`src/rtl/regfile_wb_arbiter.sv`:
```
// Round-robin arbiter merging three writeback requesters onto one registered
// register-file write port; REGFILE_WB_SCOREBOARD_EN adds a pending-write scoreboard.
`timescale 1ns/1ps

module regfile_wb_arbiter (
   input  logic        clk,
   input  logic        reset,
   input  logic [2:0]  req_valid,
   input  logic [14:0] req_addr,
   input  logic [95:0] req_data,
   output logic [2:0]  req_ready,
   output logic        rf_we,
   output logic [4:0]  rf_wa,
   output logic [31:0] rf_wd,
   output logic [15:0] wb_count,
   input  logic        iss_valid,
   input  logic [4:0]  iss_rd,
   input  logic [4:0]  qry_ra1,
   input  logic [4:0]  qry_ra2,
   output logic        qry_busy1,
   output logic        qry_busy2
);

   // Handshake: requester i transfers in a cycle where req_valid[i] && req_ready[i];
   // ready is combinational from valid and the pointer only, one-hot or zero.

   logic [1:0]  ptr_q, ptr_d;
   logic        rf_we_q, rf_we_d;
   logic [4:0]  rf_wa_q, rf_wa_d;
   logic [31:0] rf_wd_q, rf_wd_d;
   logic [15:0] cnt_q, cnt_d;

   logic        gnt_found;
   logic [1:0]  gnt_idx;
   logic [1:0]  cand;
   logic [4:0]  sel_addr;
   logic [31:0] sel_data;
   logic        xfer;
   logic        xfer_wr;

   function automatic logic [1:0] wrap3(input logic [1:0] p, input logic [1:0] k);
      logic [2:0] s;
      s = {1'b0, p} + {1'b0, k};
      if (s >= 3'd3) s = s - 3'd3;
      return s[1:0];
   endfunction

   // Scan from the farthest candidate back to the pointer so the nearest valid one wins.
   always_comb begin
      gnt_found = 1'b0;
      gnt_idx   = 2'd0;
      cand      = 2'd0;
      for (int k = 2; k >= 0; k--) begin
         cand = wrap3(ptr_q, 2'(k));
         if (req_valid[cand]) begin
            gnt_found = 1'b1;
            gnt_idx   = cand;
         end
      end
      if (reset) gnt_found = 1'b0;
   end

   always_comb begin
      sel_addr = req_addr[4:0];
      sel_data = req_data[31:0];
      case (gnt_idx)
         2'd1: begin
            sel_addr = req_addr[9:5];
            sel_data = req_data[63:32];
         end
         2'd2: begin
            sel_addr = req_addr[14:10];
            sel_data = req_data[95:64];
         end
         default: ;
      endcase
   end

   assign req_ready = gnt_found ? (3'b001 << gnt_idx) : 3'b000;
   assign xfer      = gnt_found;
   assign xfer_wr   = xfer && (sel_addr != 5'd0);

   always_comb begin
      ptr_d   = ptr_q;
      rf_we_d = xfer_wr;
      rf_wa_d = rf_wa_q;
      rf_wd_d = rf_wd_q;
      cnt_d   = cnt_q;
      if (xfer) begin
         ptr_d   = wrap3(gnt_idx, 2'd1);
         rf_wa_d = sel_addr;
         rf_wd_d = sel_data;
      end
      if (xfer_wr) cnt_d = cnt_q + 16'd1;
   end

   always_ff @(posedge clk) begin
      if (reset) begin
         ptr_q   <= 2'd0;
         rf_we_q <= 1'b0;
         rf_wa_q <= 5'd0;
         rf_wd_q <= 32'd0;
         cnt_q   <= 16'd0;
      end else begin
         ptr_q   <= ptr_d;
         rf_we_q <= rf_we_d;
         rf_wa_q <= rf_wa_d;
         rf_wd_q <= rf_wd_d;
         cnt_q   <= cnt_d;
      end
   end

   // A pulse registered just before reset rises must not reach the register file.
   assign rf_we    = rf_we_q & ~reset;
   assign rf_wa    = rf_wa_q;
   assign rf_wd    = rf_wd_q;
   assign wb_count = cnt_q;

`ifdef REGFILE_WB_SCOREBOARD_EN
   logic [31:0] busy_q, busy_d;

   // Set is applied after clear so an issue to the register being retired keeps it pending.
   always_comb begin
      busy_d = busy_q;
      if (xfer_wr) busy_d[sel_addr] = 1'b0;
      if (iss_valid && (iss_rd != 5'd0)) busy_d[iss_rd] = 1'b1;
      busy_d[0] = 1'b0;
   end

   always_ff @(posedge clk) begin
      if (reset) busy_q <= 32'd0;
      else       busy_q <= busy_d;
   end

   assign qry_busy1 = busy_q[qry_ra1];
   assign qry_busy2 = busy_q[qry_ra2];
`else
   logic unused_sb;
   assign unused_sb = ^{iss_valid, iss_rd, qry_ra1, qry_ra2};
   assign qry_busy1 = 1'b0;
   assign qry_busy2 = 1'b0;
`endif

endmodule

```
`config.mk`:
```
export PLATFORM = sky130hd
export DESIGN_NAME = regfile_wb_arbiter
export DESIGN_NICKNAME = d
export VERILOG_FILES = /design/src/rtl/regfile_wb_arbiter.sv
export SDC_FILE = /design/constraint.sdc
export NUM_CORES = 1
export LEC_CHECK = 0
export CAP_MARGIN = 0
export CORE_ASPECT_RATIO = 0.5
export CORE_MARGIN = 4
export CORE_UTILIZATION = 41
export DETAILED_ROUTE_END_ITERATION = 7
export PLACE_DENSITY = 0.93
export SKIP_CTS_REPAIR_TIMING = 1
export SLEW_MARGIN = 20
export SYNTH_ARGS = -nofsm -noshare
export SYNTH_HDL_FRONTEND = slang
export SYNTH_SLANG_ARGS = --single-unit
```
`constraint.sdc`:
```
create_clock -name clk -period 6.6 [get_ports clk]
set_input_delay 0.66 -clock clk [delete_from_list [all_inputs] [get_ports clk]]
set_output_delay 0.66 -clock clk [all_outputs]
set_load 0.03 [all_outputs]
```
Word level (Yosys, flattened, before mapping) --
Index checks and enable logic that the tools add are counted.
Storage, ports and cells: output and inout port bits 59, input port bits 132, logic and storage cells 47, register bits 56
Operators by class: add/sub/neg operators 8, bitwise logic cells 2, equality and inequality tests 2, mux-type cells 20, order comparisons 7, reductions and logical operators 2, shifts and indexed selects 1
Operator list (number):
- $pmux 32 s2 | 1
- $add 16x1->16 const B | 1
- $mux 2 | 7
- $pmux 5 s2 | 1
- $ge 3x2->1 const B | 3
- $lt 2x3->1 const B | 3
- $sub 2x2->2 const B | 4
- $mux 1 | 7
- $add 2x1->3 const B | 2
- $bmux 1 s2 | 3
- $reduce_bool 5->1 | 1
- $add 2x2->3 const B | 1
- $mux 3 | 1
- $shl 1x2->3 const A | 1
- $eq 2x1->1 const B | 1
- $eq 2x2->1 const B | 1
- $ge 2x2->1 const B | 1
- $and 1x1->1 | 1
- $logic_and 1x1->1 | 1
- $not 1->1 | 1

Logic depth before layout (Yosys ltp) --
depth after elaboration 12, mapped depth 17, gate-level depth less buffers 13

Worst setup path after synthesis --
No wires, ideal clock.
path kind reg-to-output, start point reg ptr_q[0], end point out req_ready[1], data required time 5940 ps, data arrival time 2820 ps, path slack 3120 ps, cell stages (with the launch flop) 12, path buffers 3, path through dfxtp_1 > inv_1 > ha_1 > clkbuf_2 > and2_1 > o32ai_2 > nand2_1 > o21ai_0 > ha_1 > buf_2 > clkbuf_1 > nor3b_1
Between the ends: word-level cells in the longest chain between the ends 10, elaborated cells between the ends (all ways) 26, those cells by class add/sub (5); order compare (3); shift (1); mux (17)
Ends and longest elaborated chain:
- start: declaration | line 27 | logic [1:0] ptr_q, ptr_d;
- start signal: assignment | line 105 | ptr_q <= ptr_d;
- $add 2x2->3 | line 43 | s = {1'b0, p} + {1'b0, k};
- $ge 3x2->1 / $sub 2x2->2 (equally long branches) | line 44 | if (s >= 3'd3) s = s - 3'd3;
- $mux 2 | line 44
- $bmux 1 s2 | line 55 | if (req_valid[cand]) begin
- $mux 1 (implied by the code) | line 55
- $mux 2 / $mux 1 (equally long branches) (3 in series) | line 55
- $shl 1x2->3 / $mux 1 (equally long branches) | line 79, 60
- $mux 3 * | line 79 | assign req_ready = gnt_found ? (3'b001 << gnt_idx) : 3'b000;
- end: declaration | line 11 | output logic [2:0] req_ready,
Mark *: on every way between the ends. The rest lies on a longest branch, timed or not. The select of a mux whose other input is x is not followed.

Final worst setup path --
start point in req_valid[1], end point out req_ready[1]
Between the ends: word-level cells in the longest chain between the ends 7, elaborated cells between the ends (all ways) 15, those cells by class shift (1); mux (14)
Ends and longest elaborated chain:
- start: declaration | line 8 | input logic [2:0] req_valid,
- $bmux 1 s2 | line 55
- $mux 1 (implied by the code) | line 55
- $mux 2 / $mux 1 (equally long branches) (3 in series) | line 55
- $shl 1x2->3 / $mux 1 (equally long branches) | line 79, 60
- $mux 3 * | line 79
Marked as above.

==> results.toml <==
[worst_hold_path]
hold_path.startpoint = "rf_wd[18]"
hold_path.class = "flip-flop to flip-flop"

[global_routing]
grt_first_pass_wirelength_mm = 16.7
first_global_vias = 3467
number_of_antenna_violations_at_the_first_check_in_global_routing = 0
gr-total-overflow = 0
globalRouteTotalUtil_pct = 21.4
grt_start_max_net_pins = 76

[detailed_routing]
routed-via-count = 3677
route.detailed.wl_per_inst_um = 15.3
drt_first_pass_iters = 5
route.antenna.remaining_nets = 0
detailedRoute.firstIterationViolations = 184
wl_mm = 10.7
detail_route.vias_per_cell = 5.28
detail_route.drc_violations = 0

[yosys]
synth_top_cells_by_area = "sky130_fd_sc_hd__dfxtp_1, sky130_fd_sc_hd__nand2_1, sky130_fd_sc_hd__a22oi_1"
synth-warning-count = 0
netlist_area_um2 = 3210
synth_sequential_area_ratio_pct = 35.0
yosys.cell_types.count = 40
syn-mean-instance-area_um2 = 7.24
syn_inst = 443
synth_top_area_share_pct = 35.0
synth_edf_count = 0
post-synth-top-area-cell = "sky130_fd_sc_hd__dfxtp_1"
synth-async-reset-ratio_pct = 0
ys_ff_latch = 56
synth_flop_cell = "sky130_fd_sc_hd__dfxtp_1"

[final_layout]
num_antenna_cells = 0
layout_common_cells = "sky130_fd_sc_hd__clkdlybuf4s50_1, sky130_fd_sc_hd__nand2_1, sky130_fd_sc_hd__dfxtp_1"
layout_commonest_cell = "sky130_fd_sc_hd__clkdlybuf4s50_1"
fraction_of_final_layout_cells_sized_beyond_drive_strength_1_pct = 4.25
final_net_count = 727
n_fill_cell = 625
area_growth_syn_to_layout_pct = 59.3

[critical_path]
ff2ff_setup_slack_ps = 2720
crit_path_frequent_cell = "sky130_fd_sc_hd__clkdlybuf4s50_1"
cp-start-kind = "input pin"
regToRegStartpoint = "ptr_q[0]"
critPathMaxFanout = 23
required_ps = 5940
standard_cell_with_the_maximum_stage_delay_on_the_critical_path = "sky130_fd_sc_hd__clkdlybuf4s50_1"
path_class = "input pin to output pin"
cpPeakStageDelay_ps = 720
worst_ep_arrival_time_ps = 3830
critical_path.endpoint_type = "output pin"
path_cells = "clkdlybuf4s50_1 -> inv_1 -> o32ai_2 -> nand2_1 -> o21ai_0 -> ha_1 -> buf_4 -> nor3b_1 -> clkdlybuf4s50_1"
crit_start = "req_valid[1]"

[timing]
timing.fmax_ghz = 0.223
worst-slew-pin-transition_ps = 651
setup_violations = 0
final.setup_skew_ps = 3.84
timing.max_slew.rel_slack_pct = 56.6
hold_viol = 0
fin_crit_ps = 4490
grt_setup_unrepaired = "false"
min_period_over_period_pct = 68.1
timing.setup.tns_ps = 0
whs_ps = 450
number_of_slew_limit_violations_in_the_final_report = 0

[placement]
port_buffers = 172
gpl.final_weighted_congestion = 0.853
detailed_placement_wirelength_estimate_mm = 7.53

[floorplanning]
floorplan.core_area_um2 = 7460
num_rows = 22
initial_core_util_pct = 43.0
floorplan.die_area_um2 = 9390
fp.dieH_um = 70.5
floorplan.die.width_um = 133
pin_count = 191

[cts]
longest_clk_path_bufs = 2
cts_tree = "done"
clock_sink_count = 56
htree_num_levels = 2
clock_tree.root_cell = "sky130_fd_sc_hd__clkbuf_16"
cts_made_buffers = 5
clock_insertion_delay_worst_skew_ps = 290
path_clk_slew_ps = 70

[status]
run_status = "complete, no violations"

[pwr]
p_leak_nw = 1.84
power.density_cell_area_nw_per_um2 = 452
peakVddDrop_v = 0.000357

[job]
max_cap_viol_count = 0
## worst max-delay path: cells and delay by family
family	cells	cell delay [ps]
and+or+nand+nor	2	340
AOI/OAI and AO/OA	2	490
adders and majority gates	1	600
buffers and inverters	4	1730
## metal layers
metal	share of wire (%)	vias to the layer above	GRT usage, %
li1	-	1847	-
met1	40	1704	25.2
met2	52	98	38.0
met3	5.0	28	5.04
met4	3.1	0	8.53
met5	0	-	0
## cells in the mapped netlist (3+ instances only)
cell and n:
sky130_fd_sc_hd__a21oi_1 52, sky130_fd_sc_hd__a22oi_1 35, sky130_fd_sc_hd__buf_1 7, sky130_fd_sc_hd__buf_2 10
sky130_fd_sc_hd__buf_4 6, sky130_fd_sc_hd__clkbuf_1 18, sky130_fd_sc_hd__dfxtp_1 56, sky130_fd_sc_hd__ha_1 8
sky130_fd_sc_hd__inv_1 5, sky130_fd_sc_hd__nand2_1 122, sky130_fd_sc_hd__nand3_1 6, sky130_fd_sc_hd__nor2_1 7
sky130_fd_sc_hd__nor2b_1 8, sky130_fd_sc_hd__nor3_1 3, sky130_fd_sc_hd__nor3b_1 5, sky130_fd_sc_hd__o21ai_0 34
sky130_fd_sc_hd__o21ai_1 4, sky130_fd_sc_hd__o31ai_1 11, sky130_fd_sc_hd__or3_1 7, sky130_fd_sc_hd__or4_1 14
## worst paths after layout
| path | end | cells after the start |
|---|---|---|
| worst max-delay path | req_ready[1] | 9 |
| worst min-delay path | rf_wd[18] | 2 |
| worst max register to register | wb_count[5] | 13 |
| worst min register to register | rf_wd[18] | 2 |
## area by class of cell
class	count	area, um2	area share [%]
clock buffer	5	125	2.45
sequential	56	1120	22.0
clock inverter	3	42.5	0.833
multi-input combinational	341	1900	37.3
inverter	5	18.8	0.367
timing repair buffer	178	1760	34.5
tap	108	135	2.65
## report_power, final
| group | switching, W | leakage (nW) | internal (W) |
|---|---|---|---|
| logic | 0.000957 | 1.30 | 0.000577 |
| registers | 0.0000486 | 0.460 | 0.000428 |
| clock network | 0.000122 | 0.0798 | 0.000178 |
| total | 0.00113 | 1.84 | 0.00118 |
## state kept, by name (all words and copies together) (netlist names)
signal / cells
rf_we_q: 1
ptr_q: 2
rf_wd: 32
wb_count: 16
rf_wa: 5
## through the flow
step           area, um2  instances  setup slack [ps]  utilization (%)  power [W]
2_1_floorplan       3210        444              3120                -    0.00156
3_3_place_gp        4930        688              2110             66.1    0.00196
3_5_place_dp        4930        688              1980             66.1    0.00200
4_1_cts             5100        696              2080             68.3    0.00231
5_1_grt             5110        696              1880             68.5    0.00250
6_report            5110        696              2110             68.5    0.00231
## cells by family (layout without fill, tap and decap cells)
| kind of cell | after synthesis | after routing | synth area share [%] |
|---|---|---|---|
| compound gates | 145 | 145 | 27.5 |
| fa+ha+maj | 8 | 8 | 3.12 |
| other cells | 1 | 2 | 0.117 |
| buf+inv | 47 | 191 | 6.63 |
| flops | 56 | 56 | 35.0 |
| simple gates | 181 | 181 | 26.0 |
| mux | 5 | 5 | 1.68 |
Power figures use the tool's default switching activity.
